## src/rtl/mmio_ctrl_pkg.sv

```systemverilog
`default_nettype none
// ============================================================================
// Module      : mmio_ctrl_pkg
// Description : Shared constants and helpers for the MMIO control register
//               bank: register word indices, AXI response codes, NOHYPE bits.
// Revision    : 1.0 - initial release
// ============================================================================
package mmio_ctrl_pkg;

    // Register word indices (byte offset >> 2); decoded from address bits [4:2]
    localparam logic [2:0] REG_ID       = 3'd0;  // 0x00
    localparam logic [2:0] REG_SCRATCH  = 3'd1;  // 0x04
    localparam logic [2:0] REG_NOHYPE   = 3'd2;  // 0x08
    localparam logic [2:0] REG_CORE_RST = 3'd3;  // 0x0C
    localparam logic [2:0] REG_PENDING  = 3'd4;  // 0x10
    localparam logic [2:0] REG_ENABLE   = 3'd5;  // 0x14
    localparam logic [2:0] REG_CYC_LO   = 3'd6;  // 0x18
    localparam logic [2:0] REG_CYC_HI   = 3'd7;  // 0x1C

    localparam logic [1:0] RESP_OKAY    = 2'b00;
    localparam logic [1:0] RESP_SLVERR  = 2'b10;

    // Bit positions inside nohype_settings
    localparam int NOHYPE_MEM_PART          = 0;
    localparam int NOHYPE_RESET_TO_HANG     = 1;
    localparam int NOHYPE_DISTINCT_HART_DSID = 2;

    // Expand a 4-bit byte strobe into a 32-bit bit mask
    function automatic logic [31:0] strb_mask(input logic [3:0] strb);
        strb_mask = {{8{strb[3]}}, {8{strb[2]}}, {8{strb[1]}}, {8{strb[0]}}};
    endfunction

endpackage : mmio_ctrl_pkg
`default_nettype wire

```

## src/rtl/axilite_wr_join.sv

```systemverilog
`default_nettype none
// ============================================================================
// Module      : axilite_wr_join
// Description : Independent 1-deep holding registers for the AXI-Lite AW and W
//               channels, plus the strobe that commits a joined write once
//               both are present and no write response is outstanding.
// Revision    : 1.0 - initial release
// ============================================================================
module axilite_wr_join #(
    parameter int ADDR_W = 32
) (
    input  logic              clk,
    input  logic              rst,
    input  logic [ADDR_W-1:0] i_awaddr,
    input  logic              i_awvalid,
    output logic              o_awready,
    input  logic [31:0]       i_wdata,
    input  logic [3:0]        i_wstrb,
    input  logic              i_wvalid,
    output logic              o_wready,
    input  logic              i_resp_busy,
    output logic              o_commit,
    output logic [ADDR_W-1:0] o_addr,
    output logic [31:0]       o_data,
    output logic [3:0]        o_strb
);

    logic              r_aw_full;
    logic              r_w_full;
    logic [ADDR_W-1:0] r_addr;
    logic [31:0]       r_data;
    logic [3:0]        r_strb;

    assign o_awready = ~r_aw_full;
    assign o_wready  = ~r_w_full;
    assign o_commit  = r_aw_full & r_w_full & ~i_resp_busy;
    assign o_addr    = r_addr;
    assign o_data    = r_data;
    assign o_strb    = r_strb;

    // Capture AW when empty; release on commit (never both in one cycle)
    always_ff @(posedge clk) begin
        if (rst) begin
            r_aw_full <= 1'b0;
            r_addr    <= '0;
        end else if (i_awvalid && !r_aw_full) begin
            r_aw_full <= 1'b1;
            r_addr    <= i_awaddr;
        end else if (o_commit) begin
            r_aw_full <= 1'b0;
        end
    end

    // Capture W when empty; release on commit together with AW
    always_ff @(posedge clk) begin
        if (rst) begin
            r_w_full <= 1'b0;
            r_data   <= '0;
            r_strb   <= '0;
        end else if (i_wvalid && !r_w_full) begin
            r_w_full <= 1'b1;
            r_data   <= i_wdata;
            r_strb   <= i_wstrb;
        end else if (o_commit) begin
            r_w_full <= 1'b0;
        end
    end

endmodule : axilite_wr_join
`default_nettype wire

```

## src/rtl/mmio_ctrl_regs.sv

```systemverilog
`default_nettype none
// ============================================================================
// Module      : mmio_ctrl_regs
// Description : AXI4-Lite control/status register bank: ID, scratch, nohype
//               settings, per-core reset, interrupt pending/enable and a
//               64-bit cycle counter with a read-snapshot high word.
// Revision    : 1.0 - initial release
// ============================================================================
module mmio_ctrl_regs
    import mmio_ctrl_pkg::*;
#(
    parameter int          ADDR_W     = 32,
    parameter logic [31:0] ID_VALUE   = 32'h5041_5244,
    parameter int          NUM_CORES  = 2,
    parameter int          NUM_INTRS  = 2,
    parameter logic [2:0]  NOHYPE_RST = 3'b000
) (
    input  logic                 uncoreclk,
    input  logic                 uncorerst,
    input  logic [ADDR_W-1:0]    s_axilite_awaddr,
    input  logic                 s_axilite_awvalid,
    output logic                 s_axilite_awready,
    input  logic [31:0]          s_axilite_wdata,
    input  logic [3:0]           s_axilite_wstrb,
    input  logic                 s_axilite_wvalid,
    output logic                 s_axilite_wready,
    output logic [1:0]           s_axilite_bresp,
    output logic                 s_axilite_bvalid,
    input  logic                 s_axilite_bready,
    input  logic [ADDR_W-1:0]    s_axilite_araddr,
    input  logic                 s_axilite_arvalid,
    output logic                 s_axilite_arready,
    output logic [31:0]          s_axilite_rdata,
    output logic [1:0]           s_axilite_rresp,
    output logic                 s_axilite_rvalid,
    input  logic                 s_axilite_rready,
    input  logic [NUM_INTRS-1:0] intrs,
    output logic [2:0]           nohype_settings,
    output logic [NUM_CORES-1:0] core_rst,
    output logic                 irq
);

    // ---------------- write join ----------------
    logic              w_commit;
    logic [ADDR_W-1:0] w_cm_addr;
    logic [31:0]       w_cm_data;
    logic [3:0]        w_cm_strb;
    logic              r_bvalid;
    logic [1:0]        r_bresp;

    axilite_wr_join #(.ADDR_W(ADDR_W)) u_wr_join (
        .clk         (uncoreclk),
        .rst         (uncorerst),
        .i_awaddr    (s_axilite_awaddr),
        .i_awvalid   (s_axilite_awvalid),
        .o_awready   (s_axilite_awready),
        .i_wdata     (s_axilite_wdata),
        .i_wstrb     (s_axilite_wstrb),
        .i_wvalid    (s_axilite_wvalid),
        .o_wready    (s_axilite_wready),
        .i_resp_busy (r_bvalid),
        .o_commit    (w_commit),
        .o_addr      (w_cm_addr),
        .o_data      (w_cm_data),
        .o_strb      (w_cm_strb)
    );

    // ---------------- register state ----------------
    logic [31:0]          r_scratch;
    logic [2:0]           r_nohype;
    logic [NUM_CORES-1:0] r_core_rst;
    logic [NUM_INTRS-1:0] r_pending;
    logic [NUM_INTRS-1:0] r_enable;
    logic [NUM_INTRS-1:0] r_intrs_q;
    logic                 r_irq;
    logic [63:0]          r_cyc_cnt;
    logic [31:0]          r_cyc_hi_snap;

    // ---------------- write decode ----------------
    logic [2:0]  w_wr_idx;
    logic        w_wr_oob;
    logic        w_wr_ro;
    logic        w_wr_ok;
    logic [31:0] w_mask;
    logic [31:0] w_nohype_m;
    logic [31:0] w_core_m;
    logic [31:0] w_enable_m;
    logic [31:0] w_clr_m;
    logic [NUM_INTRS-1:0] w_pend_clr;
    logic [NUM_INTRS-1:0] w_pend_set;

    assign w_wr_idx = w_cm_addr[4:2];
    assign w_wr_oob = |w_cm_addr[ADDR_W-1:5];
    assign w_wr_ro  = (w_wr_idx == REG_ID) || (w_wr_idx == REG_CYC_LO) ||
                      (w_wr_idx == REG_CYC_HI);
    assign w_wr_ok  = w_commit & ~w_wr_oob & ~w_wr_ro;
    assign w_mask   = strb_mask(w_cm_strb);

    // Byte-lane merge of new data into each narrow register's old value
    assign w_nohype_m = ({29'd0, r_nohype} & ~w_mask) | (w_cm_data & w_mask);
    assign w_core_m   = ({{(32-NUM_CORES){1'b0}}, r_core_rst} & ~w_mask) | (w_cm_data & w_mask);
    assign w_enable_m = ({{(32-NUM_INTRS){1'b0}}, r_enable} & ~w_mask) | (w_cm_data & w_mask);
    assign w_clr_m    = w_cm_data & w_mask;

    assign w_pend_clr = (w_wr_ok && w_wr_idx == REG_PENDING) ? w_clr_m[NUM_INTRS-1:0] : '0;
    assign w_pend_set = intrs & ~r_intrs_q;

    // Write response: raised the cycle after a commit, held until bready
    always_ff @(posedge uncoreclk) begin
        if (uncorerst) begin
            r_bvalid <= 1'b0;
            r_bresp  <= RESP_OKAY;
        end else if (w_commit) begin
            r_bvalid <= 1'b1;
            r_bresp  <= (w_wr_oob || w_wr_ro) ? RESP_SLVERR : RESP_OKAY;
        end else if (r_bvalid && s_axilite_bready) begin
            r_bvalid <= 1'b0;
        end
    end

    // Writable control registers
    always_ff @(posedge uncoreclk) begin
        if (uncorerst) begin
            r_scratch  <= '0;
            r_nohype   <= NOHYPE_RST;
            r_core_rst <= '1;
            r_enable   <= '0;
        end else if (w_wr_ok) begin
            case (w_wr_idx)
                REG_SCRATCH:  r_scratch  <= (r_scratch & ~w_mask) | (w_cm_data & w_mask);
                REG_NOHYPE:   r_nohype   <= w_nohype_m[2:0];
                REG_CORE_RST: r_core_rst <= w_core_m[NUM_CORES-1:0];
                REG_ENABLE:   r_enable   <= w_enable_m[NUM_INTRS-1:0];
                default: ;
            endcase
        end
    end

    // Interrupt edge detect, pending (set beats clear) and registered irq
    always_ff @(posedge uncoreclk) begin
        if (uncorerst) begin
            r_intrs_q <= '0;
            r_pending <= '0;
            r_irq     <= 1'b0;
        end else begin
            r_intrs_q <= intrs;
            r_pending <= (r_pending & ~w_pend_clr) | w_pend_set;
            r_irq     <= |(r_pending & r_enable);
        end
    end

    // Free-running 64-bit cycle counter, wraps silently
    always_ff @(posedge uncoreclk) begin
        if (uncorerst) begin
            r_cyc_cnt <= '0;
        end else begin
            r_cyc_cnt <= r_cyc_cnt + 64'd1;
        end
    end

    // ---------------- read path ----------------
    logic        r_rvalid;
    logic [31:0] r_rdata;
    logic [1:0]  r_rresp;
    logic [2:0]  w_rd_idx;
    logic        w_rd_oob;
    logic        w_ar_hs;
    logic [31:0] w_rd_data;

    assign w_rd_idx = s_axilite_araddr[4:2];
    assign w_rd_oob = |s_axilite_araddr[ADDR_W-1:5];
    assign w_ar_hs  = s_axilite_arvalid & ~r_rvalid;

    // Read data mux over the current (pre-write) register values
    always_comb begin
        w_rd_data = '0;
        if (!w_rd_oob) begin
            case (w_rd_idx)
                REG_ID:       w_rd_data = ID_VALUE;
                REG_SCRATCH:  w_rd_data = r_scratch;
                REG_NOHYPE:   w_rd_data = {29'd0, r_nohype};
                REG_CORE_RST: w_rd_data = {{(32-NUM_CORES){1'b0}}, r_core_rst};
                REG_PENDING:  w_rd_data = {{(32-NUM_INTRS){1'b0}}, r_pending};
                REG_ENABLE:   w_rd_data = {{(32-NUM_INTRS){1'b0}}, r_enable};
                REG_CYC_LO:   w_rd_data = r_cyc_cnt[31:0];
                REG_CYC_HI:   w_rd_data = r_cyc_hi_snap;
                default:      w_rd_data = '0;
            endcase
        end
    end

    // Registered read response; a CYC_LO read latches the matching high word
    always_ff @(posedge uncoreclk) begin
        if (uncorerst) begin
            r_rvalid      <= 1'b0;
            r_rdata       <= '0;
            r_rresp       <= RESP_OKAY;
            r_cyc_hi_snap <= '0;
        end else if (w_ar_hs) begin
            r_rvalid <= 1'b1;
            r_rdata  <= w_rd_data;
            r_rresp  <= w_rd_oob ? RESP_SLVERR : RESP_OKAY;
            if (!w_rd_oob && w_rd_idx == REG_CYC_LO) begin
                r_cyc_hi_snap <= r_cyc_cnt[63:32];
            end
        end else if (r_rvalid && s_axilite_rready) begin
            r_rvalid <= 1'b0;
        end
    end

    // ---------------- outputs ----------------
    assign s_axilite_arready = ~r_rvalid;
    assign s_axilite_rvalid  = r_rvalid;
    assign s_axilite_rdata   = r_rdata;
    assign s_axilite_rresp   = r_rresp;
    assign s_axilite_bvalid  = r_bvalid;
    assign s_axilite_bresp   = r_bresp;

    assign nohype_settings[NOHYPE_MEM_PART]           = r_nohype[NOHYPE_MEM_PART];
    assign nohype_settings[NOHYPE_RESET_TO_HANG]      = r_nohype[NOHYPE_RESET_TO_HANG];
    assign nohype_settings[NOHYPE_DISTINCT_HART_DSID] = r_nohype[NOHYPE_DISTINCT_HART_DSID];
    assign core_rst = r_core_rst;
    assign irq      = r_irq;

    // Byte-offset bits and merge upper bits carry no information here
    wire w_unused_bits = &{1'b0, s_axilite_araddr[1:0], w_cm_addr[1:0], w_nohype_m[31:3],
                           w_core_m[31:NUM_CORES], w_enable_m[31:NUM_INTRS],
                           w_clr_m[31:NUM_INTRS]};

endmodule : mmio_ctrl_regs
`default_nettype wire

```

## config.mk

```make
export PLATFORM = sky130hd
export DESIGN_NAME = mmio_ctrl_regs
export DESIGN_NICKNAME = d
export VERILOG_FILES = /design/src/rtl/mmio_ctrl_pkg.sv /design/src/rtl/axilite_wr_join.sv /design/src/rtl/mmio_ctrl_regs.sv
export SDC_FILE = /design/constraint.sdc
export NUM_CORES = 1
export LEC_CHECK = 0
export ABC_AREA = 0
export CORE_MARGIN = 1.5
export CORE_UTILIZATION = 55
export DETAILED_ROUTE_END_ITERATION = 8
export GPL_TIMING_DRIVEN = 0
export HOLD_SLACK_MARGIN = 0.08
export PLACE_DENSITY = 0.8
export SLEW_MARGIN = 10
export SYNTH_ARGS = -nofsm -noshare
export SYNTH_HDL_FRONTEND = slang
export SYNTH_HIERARCHICAL = 1
export SYNTH_SLANG_ARGS = --single-unit
```

## constraint.sdc

```tcl
create_clock -name uncoreclk -period 3.2 [get_ports uncoreclk]
set_input_delay 0.32 -clock uncoreclk [delete_from_list [all_inputs] [get_ports uncoreclk]]
set_output_delay 0.32 -clock uncoreclk [all_outputs]
set_load 0.01 [all_outputs]
```

After elaboration in Yosys (flattened, before gate mapping)
Cells that the tools add are included.
- output and inout bits: 47
- word-level logic and storage cells: 99
- input port bits: 109
- flip-flop bits (word level): 248
- reduce and logical (&&, ||, !) cells: 26
- bitwise gates (word level): 27
- equal/unequal tests: 14
- mux-type cells: 12
- add/subtract/negate cells: 1
- operators by type and width (operator ; count):
    one-hot mux 32 bit (8 select lines) ; 1
    adder 64 x 1 -> 64 bit (second input constant) ; 1
    AND 32 bit ; 2
    OR reduction 27 bit ; 2
    two-way mux 32 bit ; 1
    NOT 32 bit ; 1
    bitwise OR 32 bit ; 1
    == test 3 bit (second input constant) ; 8
    == test 3 x 2 -> 1 bit (second input constant) ; 4
    AND 2 bit ; 5
    AND reduction 2 bit ; 5
    nonzero test 2 bit ; 4
    two-way mux 1 bit ; 7
    == test 3 x 1 -> 1 bit (second input constant) ; 2
    logical AND 1 bit ; 6
    zero test 3 bit ; 2
    two-way mux 2 bit ; 3
    NOT 1 bit ; 6
    bitwise OR 2 bit ; 3
    AND 1 bit ; 5
    NOT 2 bit ; 2
    AND 3 bit ; 1
    zero test 1 bit ; 3
    logical OR 1 bit ; 3
    other kinds (2) ; 2

Depth between registers and ports, before layout
Gate-level depths: netlist of run 1.
- depth in word-level cells: 10
- mapped depth: 8
- depth with buffers taken out: 6

Modules after synthesis
The synthesis of run 1 kept the hierarchy.
- by module, submodules not included (module ; area an instance (um^2) ; instances ; sequential area each (um^2) ; cells an instance):
    mmio_ctrl_regs ; 7983.9 ; 1 ; 3523.4 ; 889
    axilite_wr_join ; 3215.6 ; 1 ; 1401.3 ; 319

Worst setup path after synthesis of run 1
No wires, ideal clock.
- kind: flip-flop to flip-flop
- start point: register u_wr_join.r_aw_full
- end point: register (tool-made name)
- stages on the path, launching flop included: 8
- path buffers: 1
- period minus slack after synthesis: 2.361 ns
- setup time: 0.128 ns
- arrival: 2.233 ns
- required time: 3.072 ns
- setup slack: 0.839 ns
- cell sequence: dfxtp_1 buf_6 and3b_4 nor4b_2 nand4_4 nor4_4 mux2i_1 nor2_1
- RTL lines (item ; RTL line ; source):
    start: declaration ; axilite_wr_join.sv:28 ; logic r_aw_full;
    start signal: assignment ; axilite_wr_join.sv:44 ; r_aw_full <= 1'b0;
    start signal: assignment ; axilite_wr_join.sv:47 ; r_aw_full <= 1'b1;
    start signal: assignment ; axilite_wr_join.sv:50 ; r_aw_full <= 1'b0;

==> results.json, run 1 <==
{
  "nets": 1485,
  "cts_num_sinks": 244,
  "clk_path_buf_depth": 3,
  "r2r-start": "u_wr_join/r_w_full",
  "rows": 51,
  "dr.pass1.iters": 4,
  "gr-total-overflow": 0,
  "yosys_warnings": 6,
  "drive_above_1_share_pct": 7.957,
  "area_growth_pct": 24.09,
  "wl_met1_um": 12890,
  "multi_input_area_um2": 5724,
  "rrSetupSlack_ns": 0.40,
  "diodes": 0,
  "crit_arrival_ns": 3.21,
  "clockRootBuffer": "clkbuf_16",
  "grt_max_degree": 14,
  "max_slew_margin_pct": 19.39,
  "p_int_mw": 5.224,
  "die_x_um": 145.2,
  "switching_share_pct": 22.73,
  "status": "completed",
  "final.period_utilization_pct": 87.52,
  "worstSetupStartpointType": "flop",
  "comb_power_share_pct": 7.9,
  "p_seq_share_pct": 46.7,
  "gr-usage-all-layers_pct": 27.23,
  "whs_endpoint": "u_wr_join/o_addr[22]",
  "wl_um": 29110,
  "clkTransAtPathRegs_ns": 0.06,
  "r2r_cells": 7,
  "critPathRequiredTime_ns": 3.61,
  "crit_fanout": 10,
  "wl_per_cell_um": 17.53,
  "cap_viol_max_count": 0,
  "power_leakage_nw": 4.676,
  "cp-end-kind": "flop",
  "p_clk_share_pct": 45.5,
  "hpwl_um": 21410,
  "ios": 156,
  "drtIter0Drc": 594,
  "ant_nets": 0,
  "cts-resized-gates": 0,
  "skew_ns": 0.01322,
  "syn_avg_cell_area_um2": 9.262,
  "viasPerCell": 5.700,
  "synth_area_um2": 11110,
  "fill_cells": 1525,
  "period_minus_slack_ns": 2.801,
  "die_area_um2": 21070,
  "grt_pass1_vias": 9087,
  "clk_latency_ns": 0.53,
  "place.port_buffers": 146,
  "tightestPinTransition_ns": 1.198,
  "place_congestion": 0.8728,
  "mostFrequentLayoutCells": "244 x dfxtp_1, 163 x nor2_1, 146 x clkdlybuf4s50_1, 102 x mux2i_1, 70 x nand2b_1",
  "cts_tree": "built",
  "htreeDepth": 1,
  "vdd_drop_max_v": 0.0003474,
  "die_height_um": 145.2,
  "hold_viol": 0,
  "power-per-cell-area_nw_per_um2": 490.2,
  "finalPower_mw": 6.760,
  "dr_wl_met2_um": 13900,
  "cts_buffers": 26,
  "synthCells": 1200,
  "num_vias": 9462,
  "layout_commonest_cell": "dfxtp_1",
  "grt_pass1_wl_um": 47380,
  "cts_setup_buffers": 0,
  "min_path_cells": 3,
  "finalSetupViolations": 0,
  "min_path_type": "primary input to flop",
  "dr.max_layer_used": "met4",
  "initial_utilization_pct": 56.55,
  "drc_errors": 0,
  "crit_type": "flop to flop",
  "wl_met3_um": 1734,
  "seq_area_um2": 4885,
  "setup_tns_ns": 0,
  "max_freq_ghz": 0.3571,
  "hp-start": "uncorerst",
  "rsz0062_at_grt": "false",
  "cts.hold.buffers_added": 0,
  "coreArea_um2": 19650,
  "finalMaxSlewViolations": 0,
  "antenna_found_initial": 0,
  "p_switching_mw": 1.536
}
## critical path, stage by stage, from the launching register on
cell and delay [ns]:
dfxtp_1 0.35, clkbuf_1 0.38, and3b_4 0.33, nor4b_2 0.30, nand4_4 0.28, nor4_4 0.70, mux2i_1 0.26, nor2_1 0.05
## layer usage
metal	vias to the layer above	GRT usage (%)
li1	4619	-
met1	4467	37.02
met2	334	46.12
met3	42	3.396
met5	-	0
met4	0	6.378
## final cells by class
type | instances | share of cell area [%]
flip-flops and latches | 244 | 35.42
well taps | 265 | 2.404
clock inverters | 11 | 1.080
inverters | 17 | 0.4627
clock buffers | 37 | 5.307
multi-input cells | 852 | 41.50
plain buffers | 88 | 3.230
repair buffers | 146 | 10.60
## power groups by stage
stage	combinational, mW	clock (mW)	sequential (mW)
6_report	0.533	3.07	3.15
5_1_grt	0.577	3.22	3.16
4_1_cts	0.533	3.09	3.15
3_5_place_dp	0.529	0	3.22
3_3_place_gp	0.523	0	3.22
2_1_floorplan	0.305	0	3.21
## how the worst max path moves through the flow
| stage | cells after the start | startpoint | endpoint |
|---|---|---|---|
| 2_1_floorplan | 7 | u_wr_join/r_aw_full | flop |
| 5_1_grt | 7 | u_wr_join/r_w_full | flop |
| 6_report | 7 | u_wr_join/r_w_full | flop |
| 4_1_cts | 7 | u_wr_join/r_w_full | flop |
| 3_5_place_dp | 7 | s_axilite_araddr[8] | r_cyc_hi_snap[19] |
| 3_3_place_gp | 7 | s_axilite_araddr[16] | r_cyc_hi_snap[19] |
## metrics by stage
| stage | setup WS [ns] | util, % | hold WS, ns | instances | area, um2 |
|---|---|---|---|---|---|
| after global placement | 0.3341 | 65.69 | 0.4528 | 1612 | 12910 |
| after floorplan | 0.8392 | - | 0.4190 | 1201 | 11120 |
| final | 0.3995 | 70.17 | 0.1841 | 1660 | 13790 |
| after detailed placement | 0.3022 | 65.69 | 0.4561 | 1612 | 12910 |
| after global routing | 0.1756 | 70.17 | 0.1776 | 1660 | 13790 |
| after CTS | 0.3892 | 70.17 | 0.1741 | 1660 | 13790 |
Power figures use the tool's default switching activity.
==> run 2, diff against run 1 <==
Settings changed: CORE_UTILIZATION 55 to 40, PLACE_DENSITY 0.8 to unset.
==> results.json, run 2 (synthesis gave the netlist of run 1 again) <==
{
  "status": "completed",
  "hold_viol": 0,
  "placedInstanceArea_um2": 13050,
  "cp-end-kind": "flop",
  "antenna_found_initial": 0,
  "whs_endpoint": "u_wr_join/o_addr[22]",
  "viasPerCell": 5.193,
  "finalInstanceArea_um2": 13880,
  "finalPower_mw": 6.641,
  "mostFrequentLayoutCells": "244 x dfxtp_1, 163 x nor2_1, 146 x clkdlybuf4s50_1, 102 x mux2i_1, 70 x nand2b_1",
  "htreeDepth": 1,
  "cts-resized-gates": 0,
  "clockRootBuffer": "clkbuf_16",
  "max_slew_margin_pct": 27.10,
  "wl_met1_um": 14370,
  "cts_tree": "built",
  "initial_utilization_pct": 41.01,
  "period_minus_slack_ns": 2.926,
  "cts.hold.buffers_added": 0,
  "grt_pass1_vias": 9019,
  "dp_cells": 1719,
  "die_x_um": 169.7,
  "clkTransAtPathRegs_ns": 0.06,
  "drtIter0Drc": 652,
  "rows": 60,
  "critPathRequiredTime_ns": 3.61,
  "skew_ns": 0.01070,
  "wl_um": 30480,
  "finalSetupViolations": 0,
  "crit_start": "u_wr_join/r_w_full",
  "cts_setup_buffers": 0,
  "r2r-start": "u_wr_join/r_w_full",
  "max_freq_ghz": 0.3418,
  "ios": 156,
  "rrSetupSlack_ns": 0.27,
  "wl_per_cell_um": 17.28,
  "crit_type": "flop to flop",
  "finalMaxSlewViolations": 0,
  "crit_fanout": 10,
  "r2r_cells": 7,
  "grt_pass1_wl_um": 48730,
  "utilization_pct": 51.23,
  "place.port_buffers": 146,
  "worstSetupStartpointType": "flop",
  "ant_nets": 0,
  "tightestPinTransition_ns": 1.084,
  "rsz0062_at_grt": "false",
  "die_height_um": 169.7,
  "crit_arrival_ns": 3.34,
  "num_vias": 9161,
  "fin_ws_ns": 0.2740,
  "drc_errors": 0,
  "dr_wl_met2_um": 14180,
  "hp-start": "uncorerst",
  "setup_tns_ns": 0,
  "layout_commonest_cell": "dfxtp_1",
  "diodes": 0,
  "final.period_utilization_pct": 91.44,
  "place_congestion": 0.7977,
  "clk_path_buf_depth": 3,
  "gr-usage-all-layers_pct": 21.14,
  "place_ws_ns": 0.1247,
  "hpwl_um": 22920,
  "coreArea_um2": 27100,
  "wl_met3_um": 1080,
  "grt_max_degree": 14,
  "gr-total-overflow": 0,
  "cts_num_sinks": 244,
  "drive_above_1_share_pct": 7.974,
  "min_path_type": "primary input to flop",
  "clk_latency_ns": 0.54,
  "cap_viol_max_count": 0,
  "dr.max_layer_used": "met4",
  "finalNonFillerCells": 1764,
  "area_growth_pct": 24.92,
  "cts_buffers": 27,
  "power-per-cell-area_nw_per_um2": 478.3,
  "fin_hold_ws_ns": 0.1599,
  "dr.pass1.iters": 6,
  "fill_cells": 2551,
  "min_path_cells": 3,
  "nets": 1486,
  "vdd_drop_max_v": 0.0003387,
  "power_leakage_nw": 4.658,
  "die_area_um2": 28790
}
[run 2: cell types whose count changed in the layout (fill, tap and decap cells not counted)]
cell,before,now
bufinv_16,3,0
clkbuf_1,51,49
clkbuf_16,26,27
clkbuf_8,4,8
clkinv_2,5,4
clkinv_4,1,0
clkinv_8,1,0
nor4_1,16,15
nor4_2,5,6
[run 2: layer usage]
layer | track usage [%] | vias up
met5 | 0 | -
met4 | 6.349 | 0
met3 | 2.309 | 51
met2 | 35.64 | 187
met1 | 28.40 | 4313
li1 | - | 4610
[run 2: how the worst max path moves through the flow]
stage / endpoint / slack, ns / cells after the start
detailed placement: r_cyc_hi_snap[15] / 0.12 / 7
floorplan: flop / 0.84 / 7
finish: flop / 0.27 / 7
CTS: flop / 0.25 / 7
global route: flop / 0.004 / 7
global placement: r_cyc_hi_snap[10] / 0.18 / 7
[run 2: power breakdown]
group          internal [mW]  leakage (nW)  total, mW  switching, mW
clock                   1.72         0.416       2.95           1.23
sequential              3.10          1.98       3.16         0.0512
combinational          0.278          2.26      0.537          0.259
total                   5.10          4.66       6.64           1.54
[run 2: cell type report]
class	count	area [um2]	share of cell area, %
clock buffer	40	804.5	5.794
clock inverter	5	28.78	0.2073
buffer	88	445.4	3.208
inverter	17	63.81	0.4596
sequential	244	4885	35.18
timing repair buffer	146	1461	10.53
multi-input combinational	852	5731	41.27
tap	372	465.4	3.352
[run 2: worst max-delay path, cell delays in order, from the launching register on]
cell and delay (ns):
dfxtp_1 0.36, clkbuf_1 0.44, and3b_4 0.34, nor4b_2 0.33, nand4_4 0.27, nor4_4 0.73
mux2i_1 0.27, nor2_1 0.05
